## config.mk

```make
export PLATFORM = sky130hd
export DESIGN_NAME = ifu_fetch
export DESIGN_NICKNAME = d
export VERILOG_FILES = /design/src/rtl/ifu_fetch_pkg.sv /design/src/rtl/ifu_fifo.sv /design/src/rtl/ifu_fetch.sv
export SDC_FILE = /design/constraint.sdc
export NUM_CORES = 1
export LEC_CHECK = 0
export ABC_AREA = 1
export CAP_MARGIN = 20
export CORE_ASPECT_RATIO = 0.8
export CORE_MARGIN = 3
export CORE_UTILIZATION = 60
export CTS_CLUSTER_SIZE = 24
export DETAILED_ROUTE_END_ITERATION = 6
export GPL_ROUTABILITY_DRIVEN = 1
export PLACE_DENSITY = 0.86
export SYNTH_ARGS = -nofsm -noshare
export SYNTH_HDL_FRONTEND = slang
export SYNTH_HIERARCHICAL = 1
export SYNTH_SLANG_ARGS = --single-unit
```

## constraint.sdc

```tcl
create_clock -name clk -period 10.6 [get_ports clk]
set_clock_uncertainty 0.2 [all_clocks]
set_input_delay 1.06 -clock clk [delete_from_list [all_inputs] [get_ports clk]]
set_output_delay 1.06 -clock clk [all_outputs]
set_load 0.02 [all_outputs]
```

## src/rtl/ifu_fetch_pkg.sv

```systemverilog
// ifu_fetch_pkg: shared widths, reset PC and the buffered fetch-entry type
package ifu_fetch_pkg;
  localparam int XLEN = 64;
  localparam int INSTR_SIZE = 32;
  localparam int FIFO_DEPTH = 2;
  localparam logic [XLEN-1:0] RESET_PC = 64'h0000_0000_8000_0000;
  typedef struct packed {
    logic [INSTR_SIZE-1:0] instr;
    logic [XLEN-1:0] pc;
  } fetch_entry_t;
  function automatic logic [XLEN-1:0] align_pc(input logic [XLEN-1:0] pc);
    return {pc[XLEN-1:2], 2'b00};
  endfunction
endpackage

```

## src/rtl/ifu_fifo.sv

```systemverilog
// ifu_fifo: small synchronous FIFO of fetch entries with registered head and flush
module ifu_fifo import ifu_fetch_pkg::*; #(
  parameter int DEPTH = FIFO_DEPTH
) (
  input  logic clk,
  input  logic rst,
  input  logic push,
  input  fetch_entry_t din,
  input  logic pop,
  input  logic flush,
  output fetch_entry_t head,
  output logic [$clog2(DEPTH+1)-1:0] count,
  output logic full,
  output logic empty
);
  localparam int AW = DEPTH > 1 ? $clog2(DEPTH) : 1;
  localparam int CW = $clog2(DEPTH+1);
  fetch_entry_t mem [DEPTH];
  logic [AW-1:0] rd_ptr, wr_ptr;
  logic do_push, do_pop;
  function automatic logic [AW-1:0] nxt(input logic [AW-1:0] p);
    return p == AW'(DEPTH-1) ? '0 : p + AW'(1);
  endfunction
  assign empty = count == '0;
  assign full = count == CW'(DEPTH);
  assign do_push = push && !full;
  assign do_pop = pop && !empty;
  assign head = mem[rd_ptr];
  // storage and pointers; flush empties the buffer regardless of push/pop
  always_ff @(posedge clk or posedge rst)
    if (rst) begin
      rd_ptr <= '0;
      wr_ptr <= '0;
      count <= '0;
      for (int i = 0; i < DEPTH; i++) mem[i] <= '0;
    end else if (flush) begin
      rd_ptr <= '0;
      wr_ptr <= '0;
      count <= '0;
    end else begin
      if (do_push) begin
        mem[wr_ptr] <= din;
        wr_ptr <= nxt(wr_ptr);
      end
      if (do_pop) rd_ptr <= nxt(rd_ptr);
      count <= count + CW'(do_push) - CW'(do_pop);
    end
  // credit accounting upstream must never overfill or underflow the buffer
  always_ff @(posedge clk)
    if (!rst && !flush) begin
      assert (!(push && full));
      assert (!(pop && empty));
    end
endmodule

```

## src/rtl/ifu_fetch.sv

```systemverilog
// ifu_fetch: PC ownership, credit-limited imem requests, redirect flush and drop of stale responses
module ifu_fetch import ifu_fetch_pkg::*; (
  input  logic clk,
  input  logic rst,
  input  logic redirect_valid,
  input  logic [XLEN-1:0] redirect_pc,
  output logic imem_req_valid,
  input  logic imem_req_ready,
  output logic [XLEN-1:0] imem_req_addr,
  input  logic imem_resp_valid,
  input  logic [INSTR_SIZE-1:0] imem_resp_data,
  output logic instr_valid,
  input  logic instr_ready,
  output logic [INSTR_SIZE-1:0] instr,
  output logic [XLEN-1:0] instr_pc
);
  localparam int CW = $clog2(FIFO_DEPTH+1);
  logic [XLEN-1:0] pc_q, resp_pc_q;
  logic [CW-1:0] outstanding, drop_cnt, count;
  logic [CW:0] credit;
  logic pop, accept, push, full, empty;
  fetch_entry_t head;
  assign pop = instr_valid && instr_ready;
  assign credit = {1'b0, outstanding} + {1'b0, count} - (CW+1)'(pop);
  assign imem_req_valid = !rst && !redirect_valid && drop_cnt == '0 && credit < (CW+1)'(FIFO_DEPTH);
  assign imem_req_addr = pc_q;
  assign accept = imem_req_valid && imem_req_ready;
  assign push = imem_resp_valid && !redirect_valid && drop_cnt == '0;
  assign instr_valid = !empty;
  assign instr = head.instr;
  assign instr_pc = head.pc;
  ifu_fifo #(.DEPTH(FIFO_DEPTH)) u_fifo (
    .clk(clk),
    .rst(rst),
    .push(push),
    .din('{instr: imem_resp_data, pc: resp_pc_q}),
    .pop(pop),
    .flush(redirect_valid),
    .head(head),
    .count(count),
    .full(full),
    .empty(empty)
  );
  // PC, in-flight count and drop counter; a redirect restarts both PCs and drops whatever is still in flight
  always_ff @(posedge clk or posedge rst)
    if (rst) begin
      pc_q <= RESET_PC;
      resp_pc_q <= RESET_PC;
      outstanding <= '0;
      drop_cnt <= '0;
    end else begin
      outstanding <= outstanding + CW'(accept) - CW'(imem_resp_valid);
      if (redirect_valid) begin
        pc_q <= align_pc(redirect_pc);
        resp_pc_q <= align_pc(redirect_pc);
        drop_cnt <= outstanding - CW'(imem_resp_valid);
      end else begin
        if (accept) pc_q <= pc_q + XLEN'(4);
        if (imem_resp_valid && drop_cnt != '0) drop_cnt <= drop_cnt - CW'(1);
        if (push) resp_pc_q <= resp_pc_q + XLEN'(4);
      end
    end
  // responses only ever answer an accepted request, and credits keep pushes off a full buffer
  always_ff @(posedge clk)
    if (!rst) begin
      assert (!(imem_resp_valid && outstanding == '0));
      assert (!(push && full));
    end
endmodule

```

==> reports/qor.txt <==
=================================================================================
Outcome                                                              finished clean
Most prevalent standard cell on the critical path                    clkdlybuf4s50_1
Total via count in the routed design                                        20448
Initial antenna violation count                                                 1
Global route overflow                                                           0
Setup WS post-layout                                                      5.33 ns
Hold Buf Count CTS                                                              0
Slew at the pin with the worst max-slew slack                             1.09 ns
PD cells                                                               208 nW/µm²
Internal power                                                            2.98 mW
Critical-path cell with the highest stage delay                      clkdlybuf4s50_1
RSZ-0062 raised after global routing                                        false
Startpoint type of the worst setup path                              primary input
R2r endpoint                                                         imem_req_addr[30]
HPWL reported at the end of detailed placement                           46700 µm
Die Wd                                                                     206 µm
Worst setup path category                                            primary input to output port
CTS Root Buffer Type                                                    clkbuf_16
Via count of the first global-routing pass                                  19196
Critical Path Max Stage Delay                                             0.64 ns
Launching element of the worst setup path                             instr_ready
Chain of cells forming the critical path                             clkdlybuf4s50_1 > inv_1 > nor2_1 > ha_1 > or2_2 > fa_1 > nand4_2 > nor2_4 > clkdlybuf4s50_1
Synthesized netlist cell count                                               2816
Sw Ratio                                                                    38.1%
Via/cell ratio                                                               5.96
Pins Over Slew Limit                                                            0
Share of total power in the clock network                                   26.2%
Worst Hold Path EP                                                   u_fifo/mem[132]
Area of the core region                                                 31000 µm²
Worst voltage drop across the vdd grid                                   0.189 mV
Height of the die                                                          166 µm
Final GP Congestion                                                         0.986
Clk sink count                                                                324
Buffer depth of the longest clock path                                          3
Number of levels the H-tree was split into                                      2
WHS Path Cells                                                                  2
Proportion of power drawn by flip-flops and latches                         39.2%
Worst flop-to-flop path startpoint                                   u_fifo/count[1]
First-iteration detailed-routing DRC count                                   2795
HP Class                                                             flop to flop
Critical path endpoint category                                       output port
CTS tree                                                                     done
Number of nets with antenna violations after routing                            0
IO buf count                                                                  259
Initial core utilization                                                    62.0%
Top achievable clock speed                                                190 MHz
Worst slack after detailed placement                                      5.07 ns
Layout overhead on the synthesized area                                     20.4%
Data required time of the critical path                                   9.34 ns
Power share of the combinational group                                      34.6%
Worst-Skew Late Latency                                                   0.54 ns
Setup total negative slack                                                   0 ns
Number of remaining DRC errors                                                  0
Reg-to-reg slack, setup                                                   5.61 ns
CP Max Fanout                                                                   3
CTS Buf Count                                                                  35
Setup fix buffers added after clock tree synthesis                              0
FF-to-FF path depth                                                            16
Mapped cell area                                                        19200 µm²
Final critical-path required period                                       5.27 ns
Register clock-pin slew on the reported worst setup and hold paths        0.06 ns
Initial DRT Pass Iterations                                                     6
Yosys synthesis warning count                                                   6
Normalized max-slew margin                                                  27.3%
Standard-cell row count                                                        57
Wire length of the first global-routing pass                            105000 µm
Max-Cap Viols                                                                   0
Post-detailed-placement cell area                                       21900 µm²
Post-layout net count                                                        3108
Start point of the worst min-delay path                              u_fifo/mem[132]
Maximum number of pins on one net before global-route repair                  221
Fraction of the cycle the final worst path needs                            49.7%
Aggregate routed wire length                                             67500 µm
Hold violation count in the final report                                        0
Reported leakage power                                                    11.4 nW
Number of setup violations in the final report                                  0
WL per Instance                                                           19.7 µm
Global-route usage over all layers                                          38.7%
Die footprint                                                           34200 µm²
Net switching power                                                       1.83 mW
Post-cts resize count                                                           0
Design Area, Final                                                      23100 µm²
Proportion of layout cells with a drive suffix above 1                      4.84%
Post-Syn Area per Cell                                                   6.81 µm²
Data arrival, critical path                                               4.01 ns
I/O pin count                                                                 264
=================================================================================
[layer usage]
layer | vias to the layer above | wire, µm | global-route usage [%]
met5 | - | 0 | 0
met4 | 0 | 2400 | 13.4
met3 | 178 | 7290 | 8.39
met2 | 1251 | 30500 | 59.1
met1 | 9665 | 27300 | 54.8
li1 | 9354 | - | -
[stage by stage]
step	hold WS, ns	total power [mW]	std cells	util (%)
final	0.270	4.81	3431	74.6
after global routing	0.285	5.05	3431	74.6
after CTS	0.273	4.79	3428	74.4
after detailed placement	0.258	3.52	3369	70.7
after global placement	0.253	3.44	3369	70.7
after floorplan	0.242	2.77	2821	-
[placed cells by master (no fill, tap or decap), types with 5 or more instances in the layout]
cell type        count
nand2_1           1254
dfrtp_1            321
clkdlybuf4s50_1    258
inv_1              223
nand4_1            221
nor2_1             219
nand3_1            133
o21ai_0             88
clkbuf_16           37
o21ai_1             28
a21oi_1             23
xor2_1              20
o211ai_1            20
nor2_2              19
nor2_4              16
nand2_2             14
buf_4               14
o21bai_1            11
ha_1                10
clkbuf_1             8
nor3_1               7
xnor2_1              7
conb_1               6
a31oi_1              5
[final cells by class]
type / count / area [µm²]
antenna: 1 / 2.50
clock buffer: 49 / 1010
clock inverter: 10 / 138
fill: 2340 / 7850
inverter: 230 / 871
multi-input combinational: 2128 / 9680
sequential: 324 / 8110
tap: 413 / 517
timing repair buffer: 276 / 2770
[power groups by stage]
stage          clock (mW)  sequential (mW)  combinational [mW]
2_1_floorplan           0             1.82               0.949
3_5_place_dp            0             1.88                1.64
6_report             1.26             1.88                1.67
4_1_cts              1.27             1.87                1.66
3_3_place_gp            0             1.86                1.58
5_1_grt              1.32             1.91                1.82
[registers in the layout, indices dropped and copies added, names as in the netlist]
signal,flops
u_fifo/mem,192
u_fifo/wr_ptr,1
u_fifo/count,2
imem_req_addr,62
u_fifo/rd_ptr,1
drop_cnt,2
resp_pc_q,62
outstanding,2
[worst max-delay path: cells and delay by family]
kind | cells | cell delay [ns]
adder cells (fa/ha/maj) | 2 | 0.82
buffers and inverters | 3 | 1.13
AND/OR/NAND/NOR | 4 | 1.00
[how the worst max path moves through the flow]
stage | endpoint | cells past startpoint
final | imem_req_valid | 9
after global routing | imem_req_valid | 9
after CTS | imem_req_valid | 9
after detailed placement | imem_req_addr[19] | 15
after global placement | imem_req_addr[19] | 15
after floorplan | u_fifo/count[0] | 1
Power figures use the tool's default switching activity.
